<file path="src/rtl/div_pkg.sv">
`default_nettype none
// ============================================================================
//  Module   : div_pkg
//  Brief    : Shared state encoding and default width for the EX-stage divider.
//  Revision : 1.0
// ============================================================================
package div_pkg;

  localparam int DIV_WIDTH = 32;

  typedef enum logic [1:0] {
    IDLE = 2'b00,
    BUSY = 2'b01,
    DONE = 2'b10
  } divState_e;

endpackage : div_pkg
`default_nettype wire

</file>
<file path="src/rtl/div_step.sv">
`default_nettype none
// ============================================================================
//  Module   : div_step
//  Brief    : One combinational radix-2 restoring iteration on {rem, quo}.
//  Revision : 1.0
// ============================================================================
module div_step
  import div_pkg::*;
#(
  parameter int WIDTH = DIV_WIDTH
) (
  input  logic [WIDTH-1:0] i_rem,
  input  logic [WIDTH-1:0] i_quo,
  input  logic [WIDTH-1:0] i_divisor,
  output logic [WIDTH-1:0] o_rem,
  output logic [WIDTH-1:0] o_quo
);

  logic [WIDTH:0]   w_shiftRem;
  logic [WIDTH-1:0] w_diff;
  logic             w_fits;

  always_comb begin
    // The shifted remainder needs WIDTH+1 bits; the stored one is always below the divisor.
    w_shiftRem = {i_rem, i_quo[WIDTH-1]};
    w_fits     = (w_shiftRem >= {1'b0, i_divisor});
    w_diff     = w_shiftRem[WIDTH-1:0] - i_divisor;
    o_rem      = w_fits ? w_diff : w_shiftRem[WIDTH-1:0];
    o_quo      = {i_quo[WIDTH-2:0], w_fits};
  end

endmodule : div_step
`default_nettype wire

</file>
<file path="src/rtl/div_ctrl.sv">
`default_nettype none
// ============================================================================
//  Module   : div_ctrl
//  Brief    : Iterative DIV/DIVU controller; stalls EX and returns {rem, quo}.
//  Revision : 1.0
// ============================================================================
module div_ctrl
  import div_pkg::*;
#(
  parameter int WIDTH = DIV_WIDTH
) (
  input  logic               clk,
  input  logic               rst,
  input  logic               start_i,
  input  logic               signed_i,
  input  logic [WIDTH-1:0]   a_i,
  input  logic [WIDTH-1:0]   b_i,
  input  logic               annul_i,
  output logic               stall_o,
  output logic               ready_o,
  output logic [2*WIDTH-1:0] result_o,
  output logic               busy_o
);

  localparam int                c_cntW      = $clog2(WIDTH);
  localparam logic [c_cntW-1:0] c_lastCount = c_cntW'(WIDTH - 1);
  localparam logic [c_cntW-1:0] c_cntOne    = c_cntW'(1);

  divState_e          r_state;
  divState_e          w_stateNext;
  logic [c_cntW-1:0]  r_count;
  logic               r_signed;
  logic               r_signA;
  logic               r_signB;
  logic [WIDTH-1:0]   r_rem;
  logic [WIDTH-1:0]   r_quo;
  logic [WIDTH-1:0]   r_divisor;
  logic [2*WIDTH-1:0] r_result;

  logic               w_accept;
  logic               w_finish;
  logic [WIDTH-1:0]   w_absA;
  logic [WIDTH-1:0]   w_absB;
  logic [WIDTH-1:0]   w_stepRem;
  logic [WIDTH-1:0]   w_stepQuo;
  logic [WIDTH-1:0]   w_remFix;
  logic [WIDTH-1:0]   w_quoFix;

  div_step #(
    .WIDTH(WIDTH)
  ) u_step (
    .i_rem    (r_rem),
    .i_quo    (r_quo),
    .i_divisor(r_divisor),
    .o_rem    (w_stepRem),
    .o_quo    (w_stepQuo)
  );

  always_comb begin
    w_absA   = (signed_i & a_i[WIDTH-1]) ? -a_i : a_i;
    w_absB   = (signed_i & b_i[WIDTH-1]) ? -b_i : b_i;
    w_quoFix = (r_signed & (r_signA ^ r_signB)) ? -w_stepQuo : w_stepQuo;
    w_remFix = (r_signed & r_signA) ? -w_stepRem : w_stepRem;
  end

  always_ff @(posedge clk) begin
    if (rst) begin
      r_state <= IDLE;
    end else begin
      r_state <= w_stateNext;
    end
  end

  always_comb begin
    w_stateNext = r_state;
    stall_o     = 1'b0;
    ready_o     = 1'b0;
    busy_o      = 1'b0;
    w_accept    = 1'b0;
    w_finish    = 1'b0;
    case (r_state)
      IDLE: begin
        w_accept = start_i & ~annul_i;
        stall_o  = w_accept;
        if (w_accept) begin
          w_stateNext = (b_i == '0) ? DONE : BUSY;
        end
      end
      BUSY: begin
        busy_o = 1'b1;
        if (annul_i) begin
          w_stateNext = IDLE;
        end else begin
          stall_o = 1'b1;
          if (r_count == c_lastCount) begin
            w_finish    = 1'b1;
            w_stateNext = DONE;
          end
        end
      end
      DONE: begin
        busy_o      = 1'b1;
        ready_o     = ~annul_i;
        w_stateNext = IDLE;
      end
      default: begin
        w_stateNext = IDLE;
      end
    endcase
  end

  always_ff @(posedge clk) begin
    if (rst) begin
      r_count   <= '0;
      r_signed  <= 1'b0;
      r_signA   <= 1'b0;
      r_signB   <= 1'b0;
      r_rem     <= '0;
      r_quo     <= '0;
      r_divisor <= '0;
      r_result  <= '0;
    end else if (w_accept) begin
      r_signed  <= signed_i;
      r_signA   <= a_i[WIDTH-1];
      r_signB   <= b_i[WIDTH-1];
      r_quo     <= w_absA;
      r_divisor <= w_absB;
      r_rem     <= '0;
      r_count   <= '0;
      // Divide by zero bypasses the iteration and publishes the raw dividend.
      if (b_i == '0) begin
        r_result <= {a_i, {WIDTH{1'b1}}};
      end
    end else if ((r_state == BUSY) && !annul_i) begin
      r_rem   <= w_stepRem;
      r_quo   <= w_stepQuo;
      r_count <= r_count + c_cntOne;
      if (w_finish) begin
        r_result <= {w_remFix, w_quoFix};
      end
    end
  end

  assign result_o = r_result;

endmodule : div_ctrl
`default_nettype wire

</file>
<file path="config.mk">
export PLATFORM = sky130hd
export DESIGN_NAME = div_ctrl
export DESIGN_NICKNAME = d
export VERILOG_FILES = /design/src/rtl/div_pkg.sv /design/src/rtl/div_step.sv /design/src/rtl/div_ctrl.sv
export SDC_FILE = /design/constraint.sdc
export NUM_CORES = 1
export LEC_CHECK = 0
export CELL_PAD_IN_SITES_DETAIL_PLACEMENT = 1
export CELL_PAD_IN_SITES_GLOBAL_PLACEMENT = 1
export CORE_ASPECT_RATIO = 0.9
export CORE_UTILIZATION = 42
export DETAILED_ROUTE_END_ITERATION = 7
export HOLD_SLACK_MARGIN = 0.08
export PLACE_DENSITY_LB_ADDON = 0.2
export SETUP_SLACK_MARGIN = 0.05
export SLEW_MARGIN = 20
export SYNTH_ARGS = -nofsm -noshare
export SYNTH_HDL_FRONTEND = slang
export SYNTH_SLANG_ARGS = --single-unit
</file>
<file path="constraint.sdc">
create_clock -name clk -period 6.1 [get_ports clk]
set_input_delay 1.22 -clock clk [delete_from_list [all_inputs] [get_ports clk]]
set_output_delay 1.22 -clock clk [all_outputs]
set_load 0.05 [all_outputs]
</file>
==> results of run 1 <==
==> cell usage in the layout (no fill, tap or decap), types with 7 or more instances in the layout <==
| master | n |
|---|---|
| xor2_1 | 56 |
| nand2_1 | 189 |
| or4_1 | 8 |
| nand2b_1 | 7 |
| nor3_1 | 39 |
| a21oi_1 | 89 |
| a21o_1 | 11 |
| and2_1 | 7 |
| a31oi_1 | 16 |
| nand4_1 | 12 |
| o41ai_1 | 10 |
| a221oi_1 | 10 |
| or3_1 | 23 |
| o22ai_1 | 7 |
| ha_1 | 41 |
| o21ai_1 | 7 |
| clkbuf_16 | 17 |
| and3_1 | 12 |
| o211ai_1 | 11 |
| clkdlybuf4s50_1 | 134 |
| nand3_1 | 21 |
| nor4_1 | 7 |
| buf_4 | 13 |
| o31ai_1 | 25 |
| nor2_1 | 223 |
| dfxtp_1 | 170 |
| xnor2_1 | 82 |
| o21ai_0 | 63 |
| a211oi_1 | 83 |
| mux2i_1 | 19 |
| inv_1 | 51 |
| a311oi_1 | 48 |
==> cell usage after synthesis (all sizes together) (11+ instances only) <==
cell and number:
buf 27, nand2 191, dfxtp 170, mux2i 19
and3 13, clkbuf 76, a21o 11, nor3 39
ha 41, a31oi 17, nor2 224, xor2 56
a211oi 85, a21oi 90, xnor2 82, or3 23
nand4 13, nand3 22, inv 52, o41ai 11
a311oi 48, o31ai 25, a221oi 14, o211ai 11
o21ai 72
==> area by class of cell <==
cell class	instances	area (um2)
Timing Repair Buffer	148	1460
Fill cell	3374	13400
Clock inverter	14	149
Multi-Input combinational cell	1221	7690
Tap cell	354	443
Inverter	52	195
Clock buffer	17	425
Sequential cell	170	3400
==> state kept, by name, indices dropped and copies added, names as in the netlist <==
signal	flops
r_signA	1
r_rem	32
result_o	64
r_state	2
r_signB	1
r_divisor	32
r_count	5
r_quo	32
r_signed	1
==> path summary, 6_finish.rpt <==
check        slack [ns]           from            end
max                1.25  r_divisor[26]   result_o[61]
min                0.46  r_divisor[31]  r_divisor[31]
max reg2reg        1.25  r_divisor[26]   result_o[61]
min reg2reg        0.46  r_divisor[31]  r_divisor[31]
==> worst max-delay path, cell delays in order (launching register included) <==
cell      delay, ns
dfxtp_1        0.34
inv_1          0.05
ha_1           0.42
nand4_1        0.29
nor4_2         0.56
o311ai_4       0.25
nand2_4        0.24
buf_4          0.48
inv_2          0.29
or4_4          0.61
a211oi_4       0.32
nand3_2        0.17
o41ai_1        0.33
xnor2_1        0.16
a221oi_2       0.22
==> per-layer routing <==
metal / vias up / track usage / part of all wire
met5: - / 0 / 0
met4: 0 / 0.0758 / 0.017
met3: 44 / 0.0243 / 0.042
met2: 264 / 0.436 / 0.46
met1: 5543 / 0.355 / 0.48
li1: 5693 / - / -
==> cell families after synthesis <==
kind of cell    Yosys count
mux                      20
simple gates            585
xor+xnor                138
fa+ha+maj                42
compound gates          436
flops                   170
buf+inv                 155
==> where the power goes <==
group / internal, W / switching, W / total (W) / leakage [nW]
Combinational: 0.000515 / 0.000869 / 0.00138 / 3.07
Clock: 0.000546 / 0.000543 / 0.00109 / 0.280
Sequential: 0.00116 / 0.0000552 / 0.00121 / 1.38
Total: 0.00222 / 0.00147 / 0.00369 / 4.73
==> stage by stage <==
step,utilization,setup WS (ns)
floorplan,-,1.40
detailed placement,0.485,0.966
global route,0.506,0.841
CTS,0.506,1.28
finish,0.506,1.25
global placement,0.485,1.18
==> key figures, run 1 <==
Synth
  • Synthesis-stage register bit count: 170
  • Post-synthesis adder-cell area fraction: 0.0456
  • Top-area cell type share of the netlist area: 0.291
  • Post-Synthesis Cells: 1546
  • Synth Flop Type: dfxtp_1
  • Netlist Area Pre-Place: 11700 um2
  • Mean post-synth cell area: 7.56 um2
  • Post-synthesis sequential area ratio: 0.291
  • Number of synthesized flops with an enable pin: 0
  • Main combinational cell family by area after synthesis: compound AO/OA/AOI/OAI gates
  • Ys Warns: 0
  • Net count after synthesis: between 1500 and 2000
  • Post-synthesis mux area share: 0.0172
  • Synth area leader: dfxtp_1
  • Synth async-reset ratio: 0
  • Simple-gate share of the synthesized area: 0.225
  • Post-synthesis xor/xnor area fraction: 0.103
  • Post-synthesis compound-gate area fraction: 0.263
  • Top cells by area, synth: dfxtp_1 (29%), nor2_1 (7.2%), xnor2_1 (6.1%)
  • Yosys cell types: 87

Min path
  • Worst hold path type: reg -> reg
  • Worst hold stages: 2

Critical path
  • Critical path endpoint category: flop
  • CP Max Fanout: 37
  • WS Path Type: reg -> reg
  • Worst path required time: about 6.5 ns
  • Setup crit start kind: flop
  • Worst R2R Path Depth: 14
  • CP arrival: 5.20 ns

Timing
  • Fin Clk Skew: 0.0170 ns
  • Hold_ws: 0.458 ns
  • Worst Tran Pin Value: 1.01 ns
  • Max_slew headroom: 0.324
  • RSZ-0062 raised after global routing: false
  • Final Hold Fails: 0
  • Final Max Slew Viols: 0
  • Setup TNS: 0 ns
  • Final setup vio count: 0
  • Period utilization: 0.794
  • Min Tclk post-route: 4.85 ns
  • Fmax: 0.206 GHz

Placement
  • Port bufs: 135
  • Placement Cell Area: 13200 um2
  • Placed cell count: 1945
  • Placer congestion estimate: around 0.87
  • DP HPWL: 27500 um

Clock tree
  • Root Buffer: clkbuf_16
  • Postcts setup bufs: 0
  • TritonCTS clock tree: yes
  • Number of hold buffers added after cts: 0
  • Max Root-Sink Buffers: 2
  • Total clock buffers created by CTS: 17
  • PostCTS Resize Cnt: 0
  • Clock H-tree levels: 4
  • Clock transition at the registers of the reported paths: 0.08 ns
  • Num Clock Sinks: 170
  • Clock Latency Late Sink: ~0.45 ns

Detailed routing
  • DRT iter0 DRCs: 730
  • Vias: 11544
  • Via-per-instance ratio: 5.84
  • Routed wire length: 36800 um
  • Final antenna-violating net count: 0
  • Number of remaining DRC errors: 0
  • Drt wl/cell: approximately 19 um
  • Drt pass-1 iters: 5

Layout
  • # diodes: 0
  • Area grow syn2layout: 17.7%
  • Layout cells sized above 1: 0.0518
  • Design area: between 10000 and 15000 um2
  • Final nets: 1721
  • Non-filler cells, final: 1976

Power
  • Final Power: 0.00369 W
  • PwrDens: 268 nW/um2
  • VDD IR max: between 0.2 and 0.25 mV
  • Total leakage power: between 4 and 5 nW

Floorplan
  • Site Rows: 57
  • Die W: approximately 180 um
  • Die Area: 28500 um2
  • Initial Util: 0.430
  • Ports: 136
  • Die Ht: 160 um
  • Core Area: 27200 um2

Global routing
  • Antenna violations before repair: 0
  • Gr usage total: 0.261
  • Largest net degree at the start of global routing: 97
  • Grt total ovfl: 0
  • First-pass GRT wire length: 60000 um
  • Number of global-route vias before repair: 11391

Flow run
  • Max Cap Viol: 0

Status
  • Status: finished, final reports clean
(Power assumes the default switching activity.)
==> run 2, diff against run 1 <==
- clock period: 6.1 -> 4.6 ns (I/O delays scaled with it)
==> run 2 against run 1 <==
  * Worst setup slack got worse by 0.94 ns
  * Hold slack got worse by 0.0050 ns
  * Core utilization increased by 1.6 points
  * Global-route usage increased by 2.7 points
  * Final cell count increased by 2.1%
  * Sequential cell count unchanged
  * Critical path depth increased by 7
==> key figures, run 2 (synthesis results as in run 1) <==
Placement
  • DP HPWL: 30200 um
  • Port bufs: 135
  • Placer congestion estimate: 0.922
  • Placed cell count: ~2000
  • Placement Cell Area: 13500 um2
  • Pre-CTS setup slack: 0.256 ns

Detailed routing
  • Drt wl/cell: 20.1 um
  • Final antenna-violating net count: 0
  • Met2 routed WL: 18500 um
  • Via-per-instance ratio: 5.97
  • DRT iter0 DRCs: 831
  • Routed wire length: 40400 um
  • WL met3: 1750 um
  • Uppermost layer routed: met4
  • Vias: between 10000 and 15000
  • Drt pass-1 iters: 5
  • WL met1: 19300 um
  • Number of remaining DRC errors: 0

Critical path
  • Worst R2R Path Depth: 21
  • CP startpoint: r_rem[27]
  • Worst reg2reg endpoint: result_o[54]
  • WS Path Type: reg -> reg
  • CP arrival: 4.63 ns
  • Worst path required time: 4.95 ns
  • CP Max Fanout: 6
  • Setup crit start kind: flop
  • Critical path endpoint: result_o[54]
  • Worst r2r src: r_rem[27]
  • R2R setup slack: 0.31 ns
  • Critical path endpoint category: flop

Layout
  • Most frequent cells in the layout: nor2_1 (223), nand2_1 (189), dfxtp_1 (169)
  • Area of the multi-input gates: 7770 um2
  • Most common cell after layout, fill and taps aside: nor2_1
  • Fill cells: 3337
  • Final nets: 1764
  • # diodes: 0
  • Max FFs per register: 64
  • Non-filler cells, final: 2017
  • Design area: 14200 um2
  • Layout cells sized above 1: 0.0830
  • Area grow syn2layout: 21.5%
  • Sequential cell area: approximately 3400 um2

Min path
  • Worst hold path type: reg -> reg
  • HP Start: r_divisor[31]

Timing
  • Fmax: 0.233 GHz
  • Final WS setup: 0.312 ns
  • Min Tclk post-route: approximately 4.3 ns
  • Hold_ws: 0.453 ns
  • Fin Clk Skew: 0.0150 ns
  • Max_slew headroom: 0.413
  • Final setup vio count: 0
  • Period utilization: 0.932
  • Final Max Slew Viols: 0
  • Final Hold Fails: 0
  • Worst Tran Pin Value: ~0.88 ns

Floorplan
  • Initial Util: 0.430
  • Ports: 136
  • Die Ht: 160 um
  • Site Rows: 57
  • Core Area: 27200 um2
  • Die W: about 180 um
  • Die Area: 28500 um2

Global routing
  • First-pass GRT wire length: 64900 um
  • Number of global-route vias before repair: 12013
  • Gr usage total: 0.288
  • Grt total ovfl: 0
  • Antenna violations before repair: 1
  • Largest net degree at the start of global routing: 134

Clock tree
  • Root Buffer: clkbuf_16
  • Total clock buffers created by CTS: 17
  • Clock H-tree levels: 4
  • Clock transition at the registers of the reported paths: 0.07 ns
  • Clock Latency Late Sink: 0.44 ns
  • TritonCTS clock tree: yes
  • Max Root-Sink Buffers: 2
  • Num Clock Sinks: 170

Power
  • VDD IR max: 0.340 mV
  • Total leakage power: 4.96 nW
  • Final Power: 0.00515 W
  • PwrDens: 363 nW/um2

Status
  • Status: finished, final reports clean

Flow run
  • Max Cap Viol: 0
[run 2: cell count changes in the layout (fill, tap and decap cells not counted), sizes merged]
cell           previous run  this run
bufinv                    0         3
inv                      60        53
clkinvlp                  1         0
buf                      14        58
clkdlybuf4s50           134       133
clkbuf                   17        20
[run 2: worst min path at each step]
| stage | depth (start not counted) | to | slack (ns) |
|---|---|---|---|
| 2_1_floorplan | 2 | r_divisor[31] | 0.43 |
| 3_3_place_gp | 2 | r_divisor[31] | 0.44 |
| 3_5_place_dp | 2 | r_divisor[31] | 0.45 |
| 4_1_cts | 2 | r_divisor[31] | 0.46 |
| 5_1_grt | 2 | r_divisor[31] | 0.48 |
| 6_report | 2 | r_divisor[31] | 0.45 |
[run 2: power by group]
part	switching [W]	total (W)	leakage, nW	internal, W
clock	0.000635	0.00149	0.286	0.000857
combinational	0.00125	0.00205	3.29	0.000794
sequential	0.0000740	0.00161	1.38	0.00154
[run 2: critical path: stages, from the launching register on]
cell and delay (ns):
dfxtp_1 0.45, ha_1 0.36, nand4_1 0.13, buf_4 0.16
nor3_1 0.06, a222oi_1 0.41, and3_4 0.28, nand2_4 0.07
buf_4 0.17, a21oi_1 0.22, inv_1 0.09, ha_2 0.18
buf_4 0.14, and3_1 0.15, nor2b_1 0.17, a22oi_2 0.20
nor3b_2 0.08, buf_4 0.16, buf_4 0.14, a31oi_1 0.19
xnor2_1 0.11, a221oi_1 0.28
[run 2: area by class of cell]
cell class | count | share of cell area
timing repair buffer | 191 | 0.128
tap | 354 | 0.0312
clock inverter | 9 | 0.00872
inverter | 52 | 0.0137
multi-input combinational | 1221 | 0.547
clock buffer | 20 | 0.0315
sequential | 170 | 0.240
[run 2: per-stage QoR]
stage / TNS, ns / utilization
floorplan: 0 / -
global placement: 0 / 0.499
detailed placement: 0 / 0.499
CTS: 0 / 0.520
global route: -0.00194 / 0.523
finish: 0 / 0.523
[run 2: timing repair]
item                       in CTS  in global routing
buffers inserted                0                  4
setup endpoints to repair       0                 12
hold buffers                    0                  0
gates resized for setup         0                  8
[run 2: routing by layer]
metal  track usage  vias up
met3        0.0398       61
met5             0        -
met2         0.465      294
met4        0.0820        0
met1         0.397     5917
li1              -     5772
==> run 3, diff against run 2 <==
- HOLD_SLACK_MARGIN: 0.08 -> 0.03
- RECOVER_POWER: unset -> 100
==> run 3 against run 2 <==
  * The run now ends with capacitance limit, slew limit left
  * Critical path depth unchanged
  * Power decreased by 0.21%
  * Die area unchanged
  * Non-clock buffer count unchanged
  * Worst setup slack got worse by 0.024 ns
  * Wire length about the same
  * Clock-buffer cell count unchanged
  * Clock power about the same
  * Maximum frequency decreased by 0.56%
  * Sequential power about the same
  * Core utilization decreased by 0.14 points
==> key figures, run 3 (synthesis results as in run 1) <==
Status
  • Status: finished, violations left
  • Failing checks: capacitance limit, slew limit

Clock tree
  • Clock transition at the registers of the reported paths: 0.07 ns
  • Max Root-Sink Buffers: 2
  • Clock Latency Late Sink: ~0.44 ns
  • Total clock buffers created by CTS: 17
  • Num Clock Sinks: 170
  • Clock H-tree levels: 4
  • Root Buffer: clkbuf_16
  • TritonCTS clock tree: yes

Detailed routing
  • Number of remaining DRC errors: 0
  • DRT iter0 DRCs: 830
  • Final antenna-violating net count: 0
  • Drt wl/cell: 20.0 um
  • Drt pass-1 iters: 6
  • Vias: 12026
  • Via-per-instance ratio: approximately 6.0
  • Routed wire length: 40400 um

Critical path
  • CP startpoint: r_rem[27]
  • WS Path Type: reg -> reg
  • Critical path endpoint category: flop
  • CP arrival: 4.66 ns
  • CP Max Fanout: 6
  • Worst r2r src: r_rem[27]
  • Setup crit start kind: flop
  • Worst path required time: 4.95 ns

Layout
  • # diodes: 0
  • Most frequent cells in the layout: nor2_1 (223), nand2_1 (190), dfxtp_1 (169)
  • Layout cells sized above 1: 0.0794
  • Area grow syn2layout: 21.2%
  • Sequential cell area: 3400 um2
  • Max FFs per register: 64
  • Fill cells: 3336
  • Final nets: 1764
  • Most common cell after layout, fill and taps aside: nor2_1
  • Area of the multi-input gates: slightly below 8000 um2

Timing
  • Worst Tran Pin Value: 1.89 ns
  • Fmax: 0.232 GHz
  • Final setup vio count: 0
  • Final WS setup: 0.288 ns
  • Max_slew headroom: -0.262
  • Final Max Slew Viols: 63
  • Period utilization: 0.937
  • Setup TNS: 0 ns
  • Min Tclk post-route: 4.31 ns
  • Fin Clk Skew: 0.0150 ns
  • Hold_ws: 0.451 ns
  • Final Hold Fails: 0

Floorplan
  • Ports: 136
  • Initial Util: 0.430
  • Die W: 178 um
  • Die Area: 28500 um2
  • Site Rows: between 50 and 60
  • Die Ht: between 150 and 200 um
  • Core Area: between 20000 and 30000 um2

Power
  • PwrDens: approximately 360 nW/um2
  • VDD IR max: 0.340 mV
  • Total leakage power: about 5.2 nW

Placement
  • DP HPWL: 30200 um
  • Port bufs: 135
  • Pre-CTS setup slack: about 0.26 ns
  • Placer congestion estimate: 0.922

Global routing
  • First-pass GRT wire length: 64900 um
  • Grt total ovfl: 0
  • Antenna violations before repair: 1
  • Number of global-route vias before repair: 12013
  • Gr usage total: 0.288
  • Largest net degree at the start of global routing: around 130

Min path
  • HP Start: r_divisor[31]
  • Worst hold path type: reg -> reg

Flow run
  • Max Cap Viol: 2
==> run 3: cell types whose count changed in the layout (fill, tap and decap cells not counted), sizes merged <==
cell	delta
clkbuf	+4
dlygate4sd3	+69
clkdlybuf4s50	-69
buf	-4
==> run 3: path summary, 6_finish.rpt <==
kind	endpoint	slack (ns)	depth (start not counted)
worst max-delay path	result_o[54]	0.29	21
worst min-delay path	r_divisor[31]	0.45	2
worst max register to register	result_o[54]	0.29	21
worst min register to register	r_divisor[31]	0.45	2
==> run 3: layer usage <==
layer	wire (um)	global-route usage
met5	0	0
met4	864	0.0820
met3	1740	0.0398
met2	18600	0.465
met1	19300	0.397
==> run 3: through the flow <==
step / instances / util / instance area (um2) / power [W]
2_1_floorplan: 1546 / - / 11700 / 0.00298
6_report: 2017 / 0.521 / 14200 / 0.00514
3_3_place_gp: 1984 / 0.499 / 13500 / 0.00357
3_5_place_dp: 1984 / 0.499 / 13500 / 0.00361
5_1_grt: 2017 / 0.521 / 14200 / 0.00540
4_1_cts: 2013 / 0.520 / 14100 / 0.00511
==> run 3: layout make-up <==
| cell class | instances | area share |
|---|---|---|
| tap | 354 | 0.0313 |
| clock buffer | 20 | 0.0315 |
| multi-input combinational | 1221 | 0.547 |
| timing repair buffer | 191 | 0.127 |
| clock inverter | 9 | 0.00875 |
| sequential | 170 | 0.240 |
| inverter | 52 | 0.0138 |
==> run 3: timing repair <==
action / in CTS / in global routing
setup endpoints to repair: 0 / 12
resized for setup: 0 / 8
hold buffers: 0 / 0
hold endpoints to repair: 0 / 0
setup buffers: 0 / 4
==> run 3: where the power goes <==
group / internal [W] / switching [W] / total [W]
Sequential: 0.00154 / 0.0000740 / 0.00161
Clock: 0.000857 / 0.000634 / 0.00149
Combinational: 0.000785 / 0.00125 / 0.00204
==> run 3: critical path: stages (launching register included) <==
cell,delay (ns)
dfxtp_1,0.45
ha_1,0.36
nand4_1,0.13
buf_4,0.16
nor3_1,0.06
a222oi_1,0.42
and3_4,0.28
nand2_4,0.07
buf_4,0.17
a21oi_1,0.22
inv_1,0.09
ha_2,0.18
buf_4,0.14
and3_1,0.15
nor2b_1,0.17
a22oi_2,0.21
nor3b_2,0.08
buf_4,0.16
buf_4,0.14
a31oi_1,0.19
xnor2_1,0.11
a221oi_1,0.28
